===== config.mk =====
export PLATFORM = sky130hd
export DESIGN_NAME = placement_cost_eval
export DESIGN_NICKNAME = d
export VERILOG_FILES = /design/src/rtl/placement_cost_eval_pkg.sv /design/src/rtl/placement_cost_eval_manhattan_term.sv /design/src/rtl/placement_cost_eval.sv
export SDC_FILE = /design/constraint.sdc
export NUM_CORES = 1
export LEC_CHECK = 0
export BUFFER_PORTS_ARGS = -buffer_cell sky130_fd_sc_hd__clkbuf_2
export CORE_ASPECT_RATIO = 1.2
export CORE_UTILIZATION = 50
export DETAILED_ROUTE_END_ITERATION = 10
export HOLD_SLACK_MARGIN = 0.06
export PLACE_DENSITY_LB_ADDON = 0.12
export SYNTH_ARGS = -nofsm -noshare
export SYNTH_HDL_FRONTEND = slang
export SYNTH_SLANG_ARGS = --single-unit

===== constraint.sdc =====
create_clock -name clk -period 12 [get_ports clk]
set_input_delay 1.8 -clock clk [delete_from_list [all_inputs] [get_ports clk]]
set_output_delay 1.8 -clock clk [all_outputs]
set_load 0.01 [all_outputs]

===== src/rtl/placement_cost_eval_pkg.sv =====
// Shared definitions for the placement cost evaluator: default widths, FSM
// encoding and the saturating counter helper.
package placement_cost_eval_pkg;

  localparam int DW_DEF      = 32;
  localparam int EDGE_AW_DEF = 10;
  localparam int POS_AW_DEF  = 7;
  localparam int N_EDGE_DEF  = 88;
  localparam int CNT_W       = 16;

  typedef enum logic [2:0] {
    S_IDLE = 3'd0,
    S_ERQ  = 3'd1,
    S_ECAP = 3'd2,
    S_ARQ  = 3'd3,
    S_ACAP = 3'd4,
    S_BCAP = 3'd5,
    S_ACC  = 3'd6,
    S_DONE = 3'd7
  } state_t;

  function automatic logic [CNT_W-1:0] sat_inc(input logic [CNT_W-1:0] v);
    return (v == {CNT_W{1'b1}}) ? v : v + 1'b1;
  endfunction

endpackage


===== src/rtl/placement_cost_eval_manhattan_term.sv =====
// Per-edge Manhattan length, 1-hop term and skip classification for one
// pair of endpoint coordinates.
module manhattan_term #(
  parameter int DW = 32
) (
  input  logic [DW-1:0] ax_i,
  input  logic [DW-1:0] ay_i,
  input  logic [DW-1:0] bx_i,
  input  logic [DW-1:0] by_i,
  output logic [DW-1:0] len_o,
  output logic [DW-1:0] hop_term_o,
  output logic          unplaced_o,
  output logic          collide_o
);

  logic [DW-1:0] diff_x, diff_y, dx, dy, hx, hy;

  assign diff_x = ax_i - bx_i;
  assign diff_y = ay_i - by_i;
  assign dx     = diff_x[DW-1] ? (~diff_x + 1'b1) : diff_x;
  assign dy     = diff_y[DW-1] ? (~diff_y + 1'b1) : diff_y;

  // ceil(d/2) without a divider
  assign hx = (dx >> 1) + {{(DW-1){1'b0}}, dx[0]};
  assign hy = (dy >> 1) + {{(DW-1){1'b0}}, dy[0]};

  assign len_o      = dx + dy;
  assign hop_term_o = hx + hy - 1'b1;
  assign unplaced_o = (&ax_i) | (&ay_i) | (&bx_i) | (&by_i);
  assign collide_o  = (len_o == '0);

endmodule


===== src/rtl/placement_cost_eval.sv =====
// Start/done slave that walks the edge ROMs, fetches both endpoint positions
// and accumulates wirelength statistics, six cycles per edge.
module placement_cost_eval
  import placement_cost_eval_pkg::*;
#(
  parameter int N_EDGE  = N_EDGE_DEF,
  parameter int DW      = DW_DEF,
  parameter int EDGE_AW = EDGE_AW_DEF,
  parameter int POS_AW  = POS_AW_DEF
) (
  input  logic               clk,
  input  logic               reset,
  input  logic               start,
  output logic               busy,
  output logic               done,
  output logic               edge_rd,
  output logic [EDGE_AW-1:0] edge_addr,
  input  logic [DW-1:0]      edge_a,
  input  logic [DW-1:0]      edge_b,
  output logic               pos_rd,
  output logic [POS_AW-1:0]  pos_addr,
  input  logic [DW-1:0]      pos_x,
  input  logic [DW-1:0]      pos_y,
  output logic [DW-1:0]      cost_sum,
  output logic [DW-1:0]      cost_1hop,
  output logic [DW-1:0]      max_len,
  output logic [CNT_W-1:0]   n_unplaced,
  output logic [CNT_W-1:0]   n_collide
);

  localparam logic [EDGE_AW-1:0] LAST = (N_EDGE == 0) ? '0 : EDGE_AW'(N_EDGE - 1);

  state_t             state_q, state_d;
  logic [EDGE_AW-1:0] i_q, i_d;
  logic [POS_AW-1:0]  a_q, a_d, b_q, b_d;
  logic [DW-1:0]      ax_q, ax_d, ay_q, ay_d, bx_q, bx_d, by_q, by_d;
  logic [DW-1:0]      cost_sum_q, cost_sum_d, cost_1hop_q, cost_1hop_d;
  logic [DW-1:0]      max_len_q, max_len_d;
  logic [CNT_W-1:0]   n_unplaced_q, n_unplaced_d, n_collide_q, n_collide_d;

  logic [DW-1:0]      len, hop_term;
  logic               unplaced, collide;

  // Node ids fit the position RAM address; upper id bits are not used.
  logic unused_id_hi;
  assign unused_id_hi = ^{edge_a[DW-1:POS_AW], edge_b[DW-1:POS_AW]};

  manhattan_term #(.DW(DW)) u_term (
    .ax_i       (ax_q),
    .ay_i       (ay_q),
    .bx_i       (bx_q),
    .by_i       (by_q),
    .len_o      (len),
    .hop_term_o (hop_term),
    .unplaced_o (unplaced),
    .collide_o  (collide)
  );

  always_comb begin
    state_d      = state_q;
    i_d          = i_q;
    a_d          = a_q;
    b_d          = b_q;
    ax_d         = ax_q;
    ay_d         = ay_q;
    bx_d         = bx_q;
    by_d         = by_q;
    cost_sum_d   = cost_sum_q;
    cost_1hop_d  = cost_1hop_q;
    max_len_d    = max_len_q;
    n_unplaced_d = n_unplaced_q;
    n_collide_d  = n_collide_q;
    case (state_q)
      S_IDLE: if (start) begin
        i_d          = '0;
        cost_sum_d   = '0;
        cost_1hop_d  = '0;
        max_len_d    = '0;
        n_unplaced_d = '0;
        n_collide_d  = '0;
        state_d      = (N_EDGE == 0) ? S_DONE : S_ERQ;
      end
      S_ERQ:  state_d = S_ECAP;
      S_ECAP: begin
        a_d     = edge_a[POS_AW-1:0];
        b_d     = edge_b[POS_AW-1:0];
        state_d = S_ARQ;
      end
      S_ARQ:  state_d = S_ACAP;
      S_ACAP: begin
        ax_d    = pos_x;
        ay_d    = pos_y;
        state_d = S_BCAP;
      end
      S_BCAP: begin
        bx_d    = pos_x;
        by_d    = pos_y;
        state_d = S_ACC;
      end
      S_ACC: begin
        if (unplaced) begin
          n_unplaced_d = sat_inc(n_unplaced_q);
        end else if (collide) begin
          n_collide_d = sat_inc(n_collide_q);
        end else begin
          cost_sum_d  = cost_sum_q + len - 1'b1;
          cost_1hop_d = cost_1hop_q + hop_term;
          if (len > max_len_q) max_len_d = len;
        end
        i_d     = i_q + 1'b1;
        state_d = (i_q == LAST) ? S_DONE : S_ERQ;
      end
      S_DONE:  state_d = S_IDLE;
      default: state_d = S_IDLE;
    endcase
  end

  always_ff @(posedge clk) begin
    if (reset) begin
      state_q      <= S_IDLE;
      i_q          <= '0;
      a_q          <= '0;
      b_q          <= '0;
      ax_q         <= '0;
      ay_q         <= '0;
      bx_q         <= '0;
      by_q         <= '0;
      cost_sum_q   <= '0;
      cost_1hop_q  <= '0;
      max_len_q    <= '0;
      n_unplaced_q <= '0;
      n_collide_q  <= '0;
    end else begin
      state_q      <= state_d;
      i_q          <= i_d;
      a_q          <= a_d;
      b_q          <= b_d;
      ax_q         <= ax_d;
      ay_q         <= ay_d;
      bx_q         <= bx_d;
      by_q         <= by_d;
      cost_sum_q   <= cost_sum_d;
      cost_1hop_q  <= cost_1hop_d;
      max_len_q    <= max_len_d;
      n_unplaced_q <= n_unplaced_d;
      n_collide_q  <= n_collide_d;
    end
  end

  // Memory strobes and addresses are pure decodes of the state register.
  assign busy      = (state_q != S_IDLE) && (state_q != S_DONE);
  assign done      = (state_q == S_DONE);
  assign edge_rd   = (state_q == S_ERQ);
  assign edge_addr = (state_q == S_ERQ) ? i_q : '0;
  assign pos_rd    = (state_q == S_ARQ) || (state_q == S_ACAP);
  assign pos_addr  = (state_q == S_ARQ)  ? a_q :
                     (state_q == S_ACAP) ? b_q : '0;

  assign cost_sum   = cost_sum_q;
  assign cost_1hop  = cost_1hop_q;
  assign max_len    = max_len_q;
  assign n_unplaced = n_unplaced_q;
  assign n_collide  = n_collide_q;

endmodule


Yosys cells after proc, flatten, opt, wreduce, memory -nomap -nowiden
Index checks and enable logic that the tools add are counted.
Storage, ports and cells
  output and inout bits: 149
  word-level logic and storage cells: 97
  latch bits: 0
  flip-flop bits (word level): 283
  RAM bits: 0
  memories kept: 0
  ROM bits: 0
Cells by class
  multiplexer cells: 29
  reduce and logical (&&, ||, !) cells: 15
  bitwise logic cells: 5
  add/subtract/negate cells: 15
  divide/modulo/power cells: 0
  multipliers: 0
  equal/unequal tests: 19
  shift operators: 0
  $lt $le $gt $ge: 1
Operator list (number)
  $mux 32: 10
  $pmux 32 s2: 3
  $add 32x32->32: 4
  $reduce_and 32->1: 4
  $mux 16: 6
  $add 31x1->32: 2
  $add 32x1->32 const B: 2
  $not 32->32: 2
  $pmux 16 s2: 2
  $sub 32x1->32 const B: 2
  $sub 32x32->32: 2
  $add 16x1->16 const B: 2
  $eq 16x16->1 const B: 2
  $gt 32x32->1: 1
  $logic_not 32->1: 1
  $pmux 3 s8: 1
  $mux 10: 2
  $pmux 10 s2: 1
  $mux 7: 2
  $ne 2x2->1 const B: 7
  $eq 3x3->1 const B: 4
  $add 10x1->10 const B: 1
  $eq 10x7->1 const B: 1
  $reduce_and 5->1: 2
  other kinds (13): 18

Depth between registers and ports, before layout
  depth in word-level cells: 11
  gate-level depth with buffers: 44
  gate-level depth less buffers: 41

By module
A second synthesis with hierarchy kept.
Unflattened totals
  cell total of the unflattened synthesis: 3387
  area total of the unflattened synthesis: 24937.7 sq um
By module, submodules not included
  placement_cost_eval: area an instance 15284.7 sq um, cells an instance 1977, instances 1
  manhattan_term: area an instance 9653.0 sq um, cells an instance 1410, instances 1

Worst setup path before layout
Ideal clock, no wire load.
  kind: register to register
  start point: register bx_q[1]
  end point: register cost_sum_q[31] (netlist: cost_sum[31])
  arrival: 8.352 ns
  slack: 3.526 ns
  period minus slack after synthesis: 8.474 ns
  cell stages (with the launch flop): 42
  required time: 11.878 ns
  library setup time: 0.122 ns
  cell sequence: dfxtp_1 inv_1 ha_1 nor2b_1 o31a_1 o32ai_4 nor3_1 o21a_1 a221o_1 nand4_1 and3_1 clkbuf_1 or2_2 clkbuf_1 clkbuf_1 nor2_1 xnor2_1 ha_1 [... 6 more ...] a31oi_1 o21ai_0 and2_1 a41o_1 o311ai_0 nand3b_1 or2_2 nand2_1 ha_1 a21o_1 a21o_1 a21oi_1 o21ai_0 o31a_1 nor2_1 xnor3_1 and3_1 a221o_1
Between the ends
  cells in the longest elaborated chain, start to end: 10
  elaborated cells on any way between the ends: 17
  those cells by class: add/sub (5); eq/ne (2); mux (4); bitwise (3); reduce/logical (3)
RTL lines
  start, declared: line placement_cost_eval.sv:36  | logic [DW-1:0] ax_q, ax_d, ay_q, ay_d, bx_q, bx_d, by_q, by_d;
  start signal, assigned: line placement_cost_eval.sv:126  | bx_q <= '0;
  start signal, assigned: line placement_cost_eval.sv:140  | bx_q <= bx_d;
  $sub 32x32->32: line placement_cost_eval_manhattan_term.sv:18  | assign diff_x = ax_i - bx_i;
  $not 32->32: line placement_cost_eval_manhattan_term.sv:20  | assign dx = diff_x[DW-1] ? (~diff_x + 1'b1) : diff_x;
  $add 32x1->32: line placement_cost_eval_manhattan_term.sv:20
  $mux 32: line placement_cost_eval_manhattan_term.sv:20
  $add 32x32->32: line placement_cost_eval_manhattan_term.sv:27  | assign len_o = dx + dy;
  $add 32x32->32: line placement_cost_eval.sv:106  | cost_sum_d = cost_sum_q + len - 1'b1;
  $sub 32x1->32: line placement_cost_eval.sv:106
  $mux 32: line placement_cost_eval.sv:103  | end else if (collide) begin
  $mux 32: line placement_cost_eval.sv:101  | if (unplaced) begin
  $pmux 32 s2: line placement_cost_eval.sv:73  | case (state_q)
  end signal, assigned: line placement_cost_eval.sv:142  | cost_sum_q <= cost_sum_d;
  end, declared: line placement_cost_eval.sv:37  | logic [DW-1:0] cost_sum_q, cost_sum_d, cost_1hop_q, cost_1hop_d;
Several ways; a longest one is shown, not always the timed one. The select of a mux whose other input is x is not followed.
A chain may end at the register's enable or synchronous reset.

Worst setup path in the final report
  start point: register bx_q[1]
  end point: register max_len_q[0] (netlist: max_len[0])
Between the ends
  cells in the longest elaborated chain, start to end: 8
  elaborated cells on any way between the ends: 18
  those cells by class: add/sub (3); order compare (1); eq/ne (3); mux (5); bitwise (3); reduce/logical (3)
RTL lines
  $sub 32x32->32: line placement_cost_eval_manhattan_term.sv:18
  $not 32->32: line placement_cost_eval_manhattan_term.sv:20
  $add 32x1->32: line placement_cost_eval_manhattan_term.sv:20
  $mux 32: line placement_cost_eval_manhattan_term.sv:20
  $add 32x32->32: line placement_cost_eval_manhattan_term.sv:27
  $gt 32x32->1 / $logic_not 32->1 (equally long branches): line placement_cost_eval.sv:108, placement_cost_eval_manhattan_term.sv:30
  $ne 2x2->1 (no line)
  $reduce_and 5->1 (no line)
  end signal, assigned: line placement_cost_eval.sv:144  | max_len_q <= max_len_d;
  end, declared: line placement_cost_eval.sv:38  | logic [DW-1:0] max_len_q, max_len_d;
Several ways; a longest one is shown, not always the timed one. The select of a mux whose other input is x is not followed.

==> impl_metrics.py <==
metrics = {
    "outcome": {
        "status": "complete, no violations",
    },
    "worst_setup_path": {
        "path_class": "reg -> reg",
        "slowest_delay_ns": 0.89,
        "cp-end-kind": "flip-flop",
        "worstPathRequired_ns": 12.48,
        "cp.arrival_ns": 11.01,
        "slowest_stage": "a311oi_4",
        "cp_max_fo": 16,
        "startpoint_type": "flip-flop",
    },
    "run": {
        "maxCapViolations": 0,
    },
    "floorplanning": {
        "fp.dieW_um": 200,
        "ios": 280,
        "die_h_um": 240,
        "initial_core_util": 0.510,
        "num_rows": 86,
        "core_region_area_um2": 46200,
        "dieArea_um2": 48000,
    },
    "yosys": {
        "yosys.area.top_type_share": 0.241,
        "synth_area_per_cell_um2": 7.49,
        "synthSimpleGateAreaFrac": 0.218,
        "synth_xor_area_frac": 0.0685,
        "synth_edf_count": 0,
        "synth_warnings": 0,
        "synth_top_family_by_area": "simple AND/OR/NAND/NOR gates",
        "synth_cell_types": 91,
        "synthArstFlopShare": 0,
        "synthAdderAreaFrac": 0.162,
        "synthCells": 3143,
        "synth_area_leader_cell": "dfxtp_1",
        "ys_seq_area_frac": 0.241,
        "ys_seq_elements": 283,
        "ys.flop_type": "dfxtp_1",
        "muxShareOfSynthArea": 0.0116,
        "synth_nets": 3557,
        "ys_top_cells_by_area": "dfxtp_1, ha_1, nand2_1",
        "synth_compound_area_frac": 0.218,
        "syn_area_um2": 23500,
    },
    "clocking": {
        "ctsResizeCount": 0,
        "cts.clk_slew.worst_paths_ns": 0.06,
        "clk_latency_ns": 0.57,
        "ctsLongestPathBuffers": 3,
        "cts_sinks": 283,
        "root_buffer": "clkbuf_16",
        "numCtsBuffers": 34,
        "cts_setup_buffers": 0,
        "cts_tree": "built",
        "ctsHtreeMaxLevel": 2,
        "hold_buffers": 0,
    },
    "final_layout": {
        "final_common_cell": "nand2_1",
        "layout-drive-gt1-share": 0.113,
        "layout_common_cells": "nand2_1, inv_1, a21oi_1",
        "antenna_cells": 0,
        "nets": 3734,
        "area_growth_pct": 12.2,
        "nFillCells": 4376,
    },
    "timing": {
        "clock_skew_ns": 0.0267,
        "whs_ns": 0.455,
        "min_period_ns": 10.53,
        "max_clock_freq_ghz": 0.0950,
        "final.period_utilization": 0.878,
        "slew_headroom": 0.209,
        "tightestPinTransition_ns": 1.18,
        "finalSetupViolations": 0,
        "drv_slew": 0,
        "hold_viol": 0,
        "tns_ns": 0,
        "rsz0062_at_grt": "no",
    },
    "detailed_routing": {
        "finalWirelength_um": 72200,
        "drcViolationCount": 0,
        "dr_total_vias": 22737,
        "drtIter0Drc": 1217,
        "ant_nets": 0,
        "avgViaCountPerCell": 5.74,
        "avgRoutedWirePerCell_um": 18.2,
        "detailedRoute.firstPassIterationCount": 5,
    },
    "place": {
        "finalWeightedCongestion": 0.972,
        "port_buffers": 229,
        "place_hpwl_um": 56400,
    },
    "grt": {
        "grt_use_met1": 0.357,
        "antenna_found_initial": 0,
        "grt_max_degree": 89,
        "grt_pass1_wl_um": 114000,
        "grtUsageMet2": 0.523,
        "grt-busiest-layer": "met2",
        "grt.met3_usage": 0.0542,
        "gr-total-overflow": 0,
        "grt_pass1_vias": 21750,
        "grt_util_all_layers": 0.302,
    },
    "min_path": {
        "hp-class": "reg -> reg",
    },
}
## critical path, delay by kind of cell (launching register included)
| family | cells | cell delay (ns) |
|---|---|---|
| buffers and inverters | 5 | 1.10 |
| DFF | 1 | 0.35 |
| AOI/OAI and AO/OA | 16 | 5.13 |
| and+or+nand+nor | 13 | 2.63 |
| adders and majority gates | 3 | 0.97 |
| muxes | 1 | 0.22 |
## sequential cells by signal (all words and copies together), names as in the netlist
| register | cells |
|---|---|
| by_q | 32 |
| b_q | 7 |
| cost_sum | 32 |
| a_q | 7 |
| state_q | 3 |
| cost_1hop | 32 |
| ay_q | 32 |
| ax_q | 32 |
| i_q | 10 |
| bx_q | 32 |
| n_collide | 16 |
| max_len | 32 |
| n_unplaced | 16 |
## Yosys cell counts (all sizes together) (56+ instances only)
master	instances
a21o	56
a21oi	329
clkbuf	97
dfxtp	283
ha	247
inv	392
nand2	448
nand3	81
nand4	66
nor2	161
nor3	63
o21ai	127
xnor2	119
xor2	60
## cells by family (layout without fill, tap and decap cells)
family,after synthesis,in the layout
simple gates,1068,1068
compound gates,795,795
buf+inv,506,707
fa+ha+maj,283,283
flops,283,283
xor+xnor,181,181
mux,27,27
## layout make-up
class                      count  area [um^2]  share of cell area
clock inverter                16          225             0.00852
multi-input combinational   2354        16000               0.606
inverter                     392         1470              0.0557
tap                          616          771              0.0292
sequential                   283         5670               0.214
timing repair buffer         255         1350              0.0510
clock buffer                  44          930              0.0352
## per-layer routing
layer	up-vias	wire length, um	part of all wire
met4	0	3370	0.047
met3	145	4260	0.059
met2	567	34500	0.48
met1	10741	30100	0.42
met5	-	0	0
li1	11284	-	-
## stage by stage
step           std cells  setup WS, ns  cell area, um^2   util
2_1_floorplan       3143          3.53            23500      -
4_1_cts             3960          1.56            26400  0.572
6_report            3960          1.47            26400  0.572
3_3_place_gp        3900          1.82            25300  0.547
3_5_place_dp        3900          1.64            25300  0.547
5_1_grt             3960         0.711            26400  0.572
## worst paths after layout
| path | slack, ns | startpoint | depth (start not counted) | endpoint |
|---|---|---|---|---|
| max reg2reg | 1.47 | bx_q[1]$_SDFFE_PP0P_ | 38 | max_len[0]$_SDFFE_PP0P_ |
| min | 0.45 | b_q[2]$_SDFFE_PP0P_ | 2 | b_q[2]$_SDFFE_PP0P_ |
| min reg2reg | 0.45 | b_q[2]$_SDFFE_PP0P_ | 2 | b_q[2]$_SDFFE_PP0P_ |
| max | 1.47 | bx_q[1]$_SDFFE_PP0P_ | 38 | max_len[0]$_SDFFE_PP0P_ |
Power is left out: the tool's default activity adds up to more than one toggle a clock period on the data nets, which glitch-free logic cannot reach.
